### config.mk
export PLATFORM = sky130hd
export DESIGN_NAME = key_ctrl
export DESIGN_NICKNAME = d
export VERILOG_FILES = /design/src/rtl/key_ctrl.sv
export SDC_FILE = /design/constraint.sdc
export NUM_CORES = 1
export LEC_CHECK = 0
export ABC_AREA = 1
export BUFFER_PORTS_ARGS = -buffer_cell sky130_fd_sc_hd__buf_2
export CORE_AREA = 2 2 209 211
export CTS_BUF_LIST = sky130_fd_sc_hd__clkbuf_4 sky130_fd_sc_hd__clkbuf_8 sky130_fd_sc_hd__clkbuf_16
export CTS_CLUSTER_SIZE = 8
export DETAILED_ROUTE_END_ITERATION = 8
export DIE_AREA = 0 0 211 213
export SETUP_SLACK_MARGIN = 0.05
export SYNTH_ARGS = -nofsm -noshare
export SYNTH_HDL_FRONTEND = slang
export SYNTH_SLANG_ARGS = --single-unit
export TNS_END_PERCENT = 100
### constraint.sdc
create_clock -name clk -period 3.33 [get_ports clk]
set_clock_uncertainty 0.05 [all_clocks]
set_input_delay 0.1665 -clock clk [delete_from_list [all_inputs] [get_ports clk]]
set_output_delay 0.1665 -clock clk [all_outputs]
set_load 0.01 [all_outputs]
### src/rtl/key_ctrl.sv
// key_ctrl: game-mode FSM (COVER/PLAY/OVER) plus key event handling.
// Turns decoder make/break events into a start pulse and rate-limited
// left/right step pulses. When A and D are both held, the most recently
// pressed of the two wins.
module key_ctrl #(
  parameter int unsigned REPEAT_CYCLES = 2500000,
  parameter int unsigned OVER_CYCLES   = 50000000,
  parameter int unsigned CNT_W         = 26
) (
  input  logic         clk,
  input  logic         rst,
  input  logic         key_valid,
  input  logic [8:0]   last_change,
  input  logic [511:0] key_down,
  input  logic         slime_die,
  output logic [1:0]   game_state,
  output logic         start_pulse,
  output logic [1:0]   key_state,
  output logic         rst_game
);

  typedef enum logic [1:0] {
    COVER = 2'd0,
    PLAY  = 2'd1,
    OVER  = 2'd2
  } state_e;

  // Each direction is encoded as its step-pulse pattern, so a pulse drives key_state directly.
  typedef enum logic [1:0] {
    DIR_NONE = 2'b00,
    DIR_A    = 2'b10,
    DIR_D    = 2'b01
  } dir_e;

  localparam logic [8:0] CODE_ENTER   = 9'h05A;
  localparam logic [8:0] CODE_ENTER_E = 9'h15A;
  localparam logic [8:0] CODE_A       = 9'h01C;
  localparam logic [8:0] CODE_D       = 9'h023;

  localparam logic [CNT_W-1:0] REP_LAST  = CNT_W'(REPEAT_CYCLES - 1);
  localparam logic [CNT_W-1:0] OVER_LAST = CNT_W'(OVER_CYCLES - 1);

  state_e           state_q, state_d;
  dir_e             last_dir_q, last_dir_d;
  dir_e             prev_dir_q, prev_dir_d;
  dir_e             key_state_q, key_state_d;
  logic [CNT_W-1:0] rep_cnt_q, rep_cnt_d;
  logic [CNT_W-1:0] over_cnt_q, over_cnt_d;
  logic             start_q, start_d;
  logic             rst_game_q, rst_game_d;

  logic press, enter_press, a_press, d_press;
  logic hold_a, hold_d;
  dir_e last_dir_now;
  dir_e dir;

  // Decode events, pick the active direction, and compute next state and outputs.
  always_comb begin
    // NOTE: every variable gets a default first so no path leaves it unassigned (no latches).
    state_d     = state_q;
    last_dir_d  = last_dir_q;
    prev_dir_d  = prev_dir_q;
    rep_cnt_d   = rep_cnt_q;
    over_cnt_d  = over_cnt_q;
    key_state_d = DIR_NONE;

    press       = key_valid && key_down[last_change];
    enter_press = press && ((last_change == CODE_ENTER) || (last_change == CODE_ENTER_E));
    a_press     = press && (last_change == CODE_A);
    d_press     = press && (last_change == CODE_D);
    hold_a      = key_down[CODE_A];
    hold_d      = key_down[CODE_D];

    // A press arriving this cycle already decides an A+D tie this cycle.
    if (a_press)      last_dir_now = DIR_A;
    else if (d_press) last_dir_now = DIR_D;
    else              last_dir_now = last_dir_q;

    if (hold_a && !hold_d)      dir = DIR_A;
    else if (hold_d && !hold_a) dir = DIR_D;
    else if (hold_a && hold_d)  dir = last_dir_now;
    else                        dir = DIR_NONE;

    case (state_q)
      COVER: begin
        last_dir_d = DIR_NONE;
        prev_dir_d = DIR_NONE;
        rep_cnt_d  = '0;
        over_cnt_d = '0;
        if (enter_press) state_d = PLAY;
      end
      PLAY: begin
        last_dir_d = last_dir_now;
        prev_dir_d = dir;
        if (dir == DIR_NONE) begin
          rep_cnt_d = '0;
        end else if (dir != prev_dir_q) begin
          rep_cnt_d   = '0;
          key_state_d = dir;
        end else if (rep_cnt_q == REP_LAST) begin
          rep_cnt_d   = '0;
          key_state_d = dir;
        end else begin
          rep_cnt_d = rep_cnt_q + 1'b1;
        end
        // Death takes priority over a step pulse in the same cycle.
        if (slime_die) begin
          state_d     = OVER;
          over_cnt_d  = '0;
          key_state_d = DIR_NONE;
        end
      end
      OVER: begin
        last_dir_d = DIR_NONE;
        prev_dir_d = DIR_NONE;
        rep_cnt_d  = '0;
        if (over_cnt_q == OVER_LAST) begin
          state_d    = COVER;
          over_cnt_d = '0;
        end else begin
          over_cnt_d = over_cnt_q + 1'b1;
        end
      end
      default: begin
        state_d    = COVER;
        last_dir_d = DIR_NONE;
        prev_dir_d = DIR_NONE;
        rep_cnt_d  = '0;
        over_cnt_d = '0;
      end
    endcase

    start_d    = (state_q == COVER) && enter_press;
    rst_game_d = (state_d != PLAY);
  end

  // State, counters and registered outputs; async active-low reset.
  always_ff @(posedge clk or negedge rst) begin
    if (!rst) begin
      state_q     <= COVER;
      last_dir_q  <= DIR_NONE;
      prev_dir_q  <= DIR_NONE;
      key_state_q <= DIR_NONE;
      rep_cnt_q   <= '0;
      over_cnt_q  <= '0;
      start_q     <= 1'b0;
      rst_game_q  <= 1'b1;
    end else begin
      // NOTE: non-blocking assignments so every flop samples pre-edge values.
      state_q     <= state_d;
      last_dir_q  <= last_dir_d;
      prev_dir_q  <= prev_dir_d;
      key_state_q <= key_state_d;
      rep_cnt_q   <= rep_cnt_d;
      over_cnt_q  <= over_cnt_d;
      start_q     <= start_d;
      rst_game_q  <= rst_game_d;
    end
  end

  assign game_state  = state_q;
  assign start_pulse = start_q;
  assign key_state   = key_state_q;
  assign rst_game    = rst_game_q;

endmodule

==> results.json <==
{
  "cpPeakStageDelay_ns": 0.37,
  "route.vias.total": 13200,
  "drc": 0,
  "grt_usage": 0.2067,
  "dr.pass1.iters": 5,
  "pin_count": 531,
  "vdd_drop_max_uv": 251.9,
  "grt_max_degree": 79,
  "rsz0062_at_grt": "no",
  "fmax_mhz": 344.8,
  "cp_top_family": "simple AND/OR/NAND/NOR gates",
  "yosysWarnings": 0,
  "postLayoutSetupSlackWorst_ns": 0.4299,
  "nets": 2896,
  "yosysMostFrequentCell": "nand2_1",
  "maxCapViolations": 0,
  "antenna_found_initial": 11,
  "synth_area_leaders": "nand2_1 31%, dfrtp_1 16%, nor2_1 11%, inv_1 9.8%, nand3_1 8.2%",
  "syn_to_final_growth_pct": 40.40,
  "syn-num-nets": 2396,
  "cts.sinks": 62,
  "status": "completed",
  "yosys_most_used_dff": "dfrtp_1",
  "relSlewSlack": 0.4466,
  "period_share": 0.8709,
  "startpoint_type": "flop",
  "p_leak_uw": 0.007570,
  "wl_per_cell_um": 16.51,
  "synthesis.area_sq_um": 9340,
  "h-tree-depth": 3,
  "synth_edf_count": 0,
  "finalPower_uw": 2904,
  "synth.distinct_cells": 42,
  "ys_seq_elements": 62,
  "portBuffers": 530,
  "setup_viol": 0,
  "p_per_area_nw_per_um2": 221.4,
  "rows": 76,
  "grt_pass1_vias": 12620,
  "syn_area_per_cell_sq_um": 4.997,
  "final_hold_viol_count": 0,
  "hold_class": "in -> reg",
  "fill_cells": 4975,
  "arrival_ns": 3.12,
  "drt_iter0_drc": 828,
  "path_clk_slew_ns": 0.05,
  "die_h_um": 213,
  "initial_core_util": 0.2188,
  "clock_path_buffers": 2,
  "final-seq-area_sq_um": 1553,
  "whs_ns": 0.02661,
  "path_cells": "ha_1 > nand2_1 > nor2_1 > inv_1 > nor2_1 > nand2_1 > nor2_1 > inv_1 > nor4_2 > nand3_1 > nor2_1 > nand2_1 > inv_1 > nand2_1 > nor2_1 > nand3_1 > xor2_1 > nand3b_1 > nor2_1",
  "core-area_sq_um": 42700,
  "dp_hpwl_um": 39150,
  "antenna_left": 0,
  "drive_gt1_frac": 0.2642,
  "cp_slowest_cell": "dfrtp_1",
  "finalSetupTns_ns": 0,
  "wl_um": 48360,
  "yosysSeqAreaShare": 0.1662,
  "dp_slack_ns": 0.3142,
  "place.gp.congestion": 0.9226,
  "worst_path_most_repeated_cell": "nor2_1",
  "critical_path.max_fanout": 3,
  "period_minus_slack_ns": 2.900,
  "cts_buffers": 9,
  "synth_area_leader_cell": "nand2_1",
  "clock_latency_ns": 0.33,
  "clk_root_buffer_cell": "clkbuf_16",
  "worst_pin_slew_ns": 0.8300,
  "async_reset_ff_frac": 1.000,
  "die-area_sq_um": 44940,
  "cp_data_required_time_ns": 3.55,
  "die_w_um": 211,
  "path_buf_inv": 3,
  "synth_top_cell_area_share": 0.3058,
  "synth_commonest_cells": "761 x nand2_1, 286 x nor2_1, 245 x inv_1",
  "end_kind": "flop",
  "cts_tree": "done",
  "maxSlewViolCount": 0,
  "synthCells": 1869,
  "path_class": "reg -> reg",
  "grt_pass1_wl_um": 70900,
  "overflow": 0,
  "via_per_inst": 4.510,
  "multi_input_area_sq_um": 6331,
  "final_util": 0.3071
}
## report_power, final
group / switching [uW] / internal [uW] / total, uW / leakage, uW
logic: 722 / 526 / 1250 / 0.00657
registers: 13.6 / 769 / 783 / 0.000858
clock network: 338 / 535 / 873 / 0.000137
## registers in the layout, summed over array words and instances (netlist names)
signal / cells
game_state: 2
prev_dir_q: 2
last_dir_q: 2
over_cnt_q: 26
start_pulse: 1
key_state: 2
rep_cnt_q: 26
rst_game: 1
## kinds of logic (layout without fill, tap and decap cells)
group | after synthesis | count (layout) | synth area share
AND/OR/NAND/NOR | 1291 | 1291 | 0.5674
buffers and inverters | 345 | 849 | 0.1595
AO/OA/AOI/OAI | 152 | 152 | 0.08814
flip-flops | 62 | 62 | 0.1662
XOR/XNOR | 17 | 17 | 0.01594
adder cells (fa/ha/maj) | 2 | 2 | 0.002679
other | 0 | 9 | 0
## path summary, 6_finish.rpt
| kind | endpoint | startpoint | cells past startpoint | slack, ns |
|---|---|---|---|---|
| setup / recovery | rep_cnt_q[22]$_DFF_PN0_ | rep_cnt_q[0]$_DFF_PN0_ | 19 | 0.43 |
| hold / removal | game_state[1]$_DFF_PN0_ | slime_die | 3 | 0.03 |
| setup reg to reg | rep_cnt_q[22]$_DFF_PN0_ | rep_cnt_q[0]$_DFF_PN0_ | 19 | 0.43 |
| hold reg to reg | over_cnt_q[0]$_DFFE_PN0P_ | over_cnt_q[0]$_DFFE_PN0P_ | 1 | 0.45 |
| max in group asynchronous | rst_game$_DFF_PN1_ | rst | 3 | 2.00 |
| min in group asynchronous | start_pulse$_DFF_PN0_ | rst | 2 | 0.44 |
## worst register-to-register path: stages (launching register included)
cell and delay (ns):
dfrtp_1 0.37, ha_1 0.19, nand2_1 0.06, nor2_1 0.12
inv_1 0.09, nor2_1 0.12, nand2_1 0.08, nor2_1 0.16
inv_1 0.09, nor4_2 0.25, nand3_1 0.16, nor2_1 0.14
nand2_1 0.07, inv_1 0.07, nand2_1 0.09, nor2_1 0.22
nand3_1 0.12, xor2_1 0.15, nand3b_1 0.15, nor2_1 0.10
## routing by layer
layer | routed length (um) | global-route usage
met1 | 20730 | 0.2531
met2 | 23160 | 0.3685
met3 | 3149 | 0.03295
met4 | 1307 | 0.06727
met5 | 11 | 0
## cell type report
type / count / share of cell area
Antenna cell: 9 / 0.001717
Clock buffer: 11 / 0.01927
Clock inverter: 4 / 0.001717
Inverter: 251 / 0.07242
Multi-Input combinational cell: 1462 / 0.4828
Sequential cell: 62 / 0.1184
Tap cell: 546 / 0.05209
Timing Repair Buffer: 583 / 0.2516
## metrics by stage
stage,cells,area (sq um)
floorplan,1869,9340
global placement,2902,12780
detailed placement,2902,12780
CTS,2918,13070
global route,2928,13110
finish,2928,13110
## timing repair
item	in CTS	in global routing
endpoints found under the hold margin	33	0
buffers inserted	0	1
hold buffers	1	0
gates resized for setup	0	2
endpoints found under the setup margin	0	3
## cells in the final DEF (no fill, tap or decap), drive strengths merged, types with 2 or more instances in the layout
| master | n |
|---|---|
| a31oi | 2 |
| nand3 | 155 |
| o21ai | 63 |
| o22ai | 2 |
| inv | 250 |
| ha | 2 |
| clkinv | 4 |
| o211ai | 11 |
| buf | 582 |
| clkbuf | 11 |
| nor3 | 24 |
| nand2 | 765 |
| dfrtp | 61 |
| a22oi | 5 |
| nand4 | 24 |
| a21oi | 64 |
| or2 | 9 |
| diode | 9 |
| xor2 | 14 |
| nand3b | 12 |
| nor4 | 12 |
| xnor2 | 3 |
| a21boi | 2 |
| nor2 | 289 |
(Power assumes the default switching activity.)
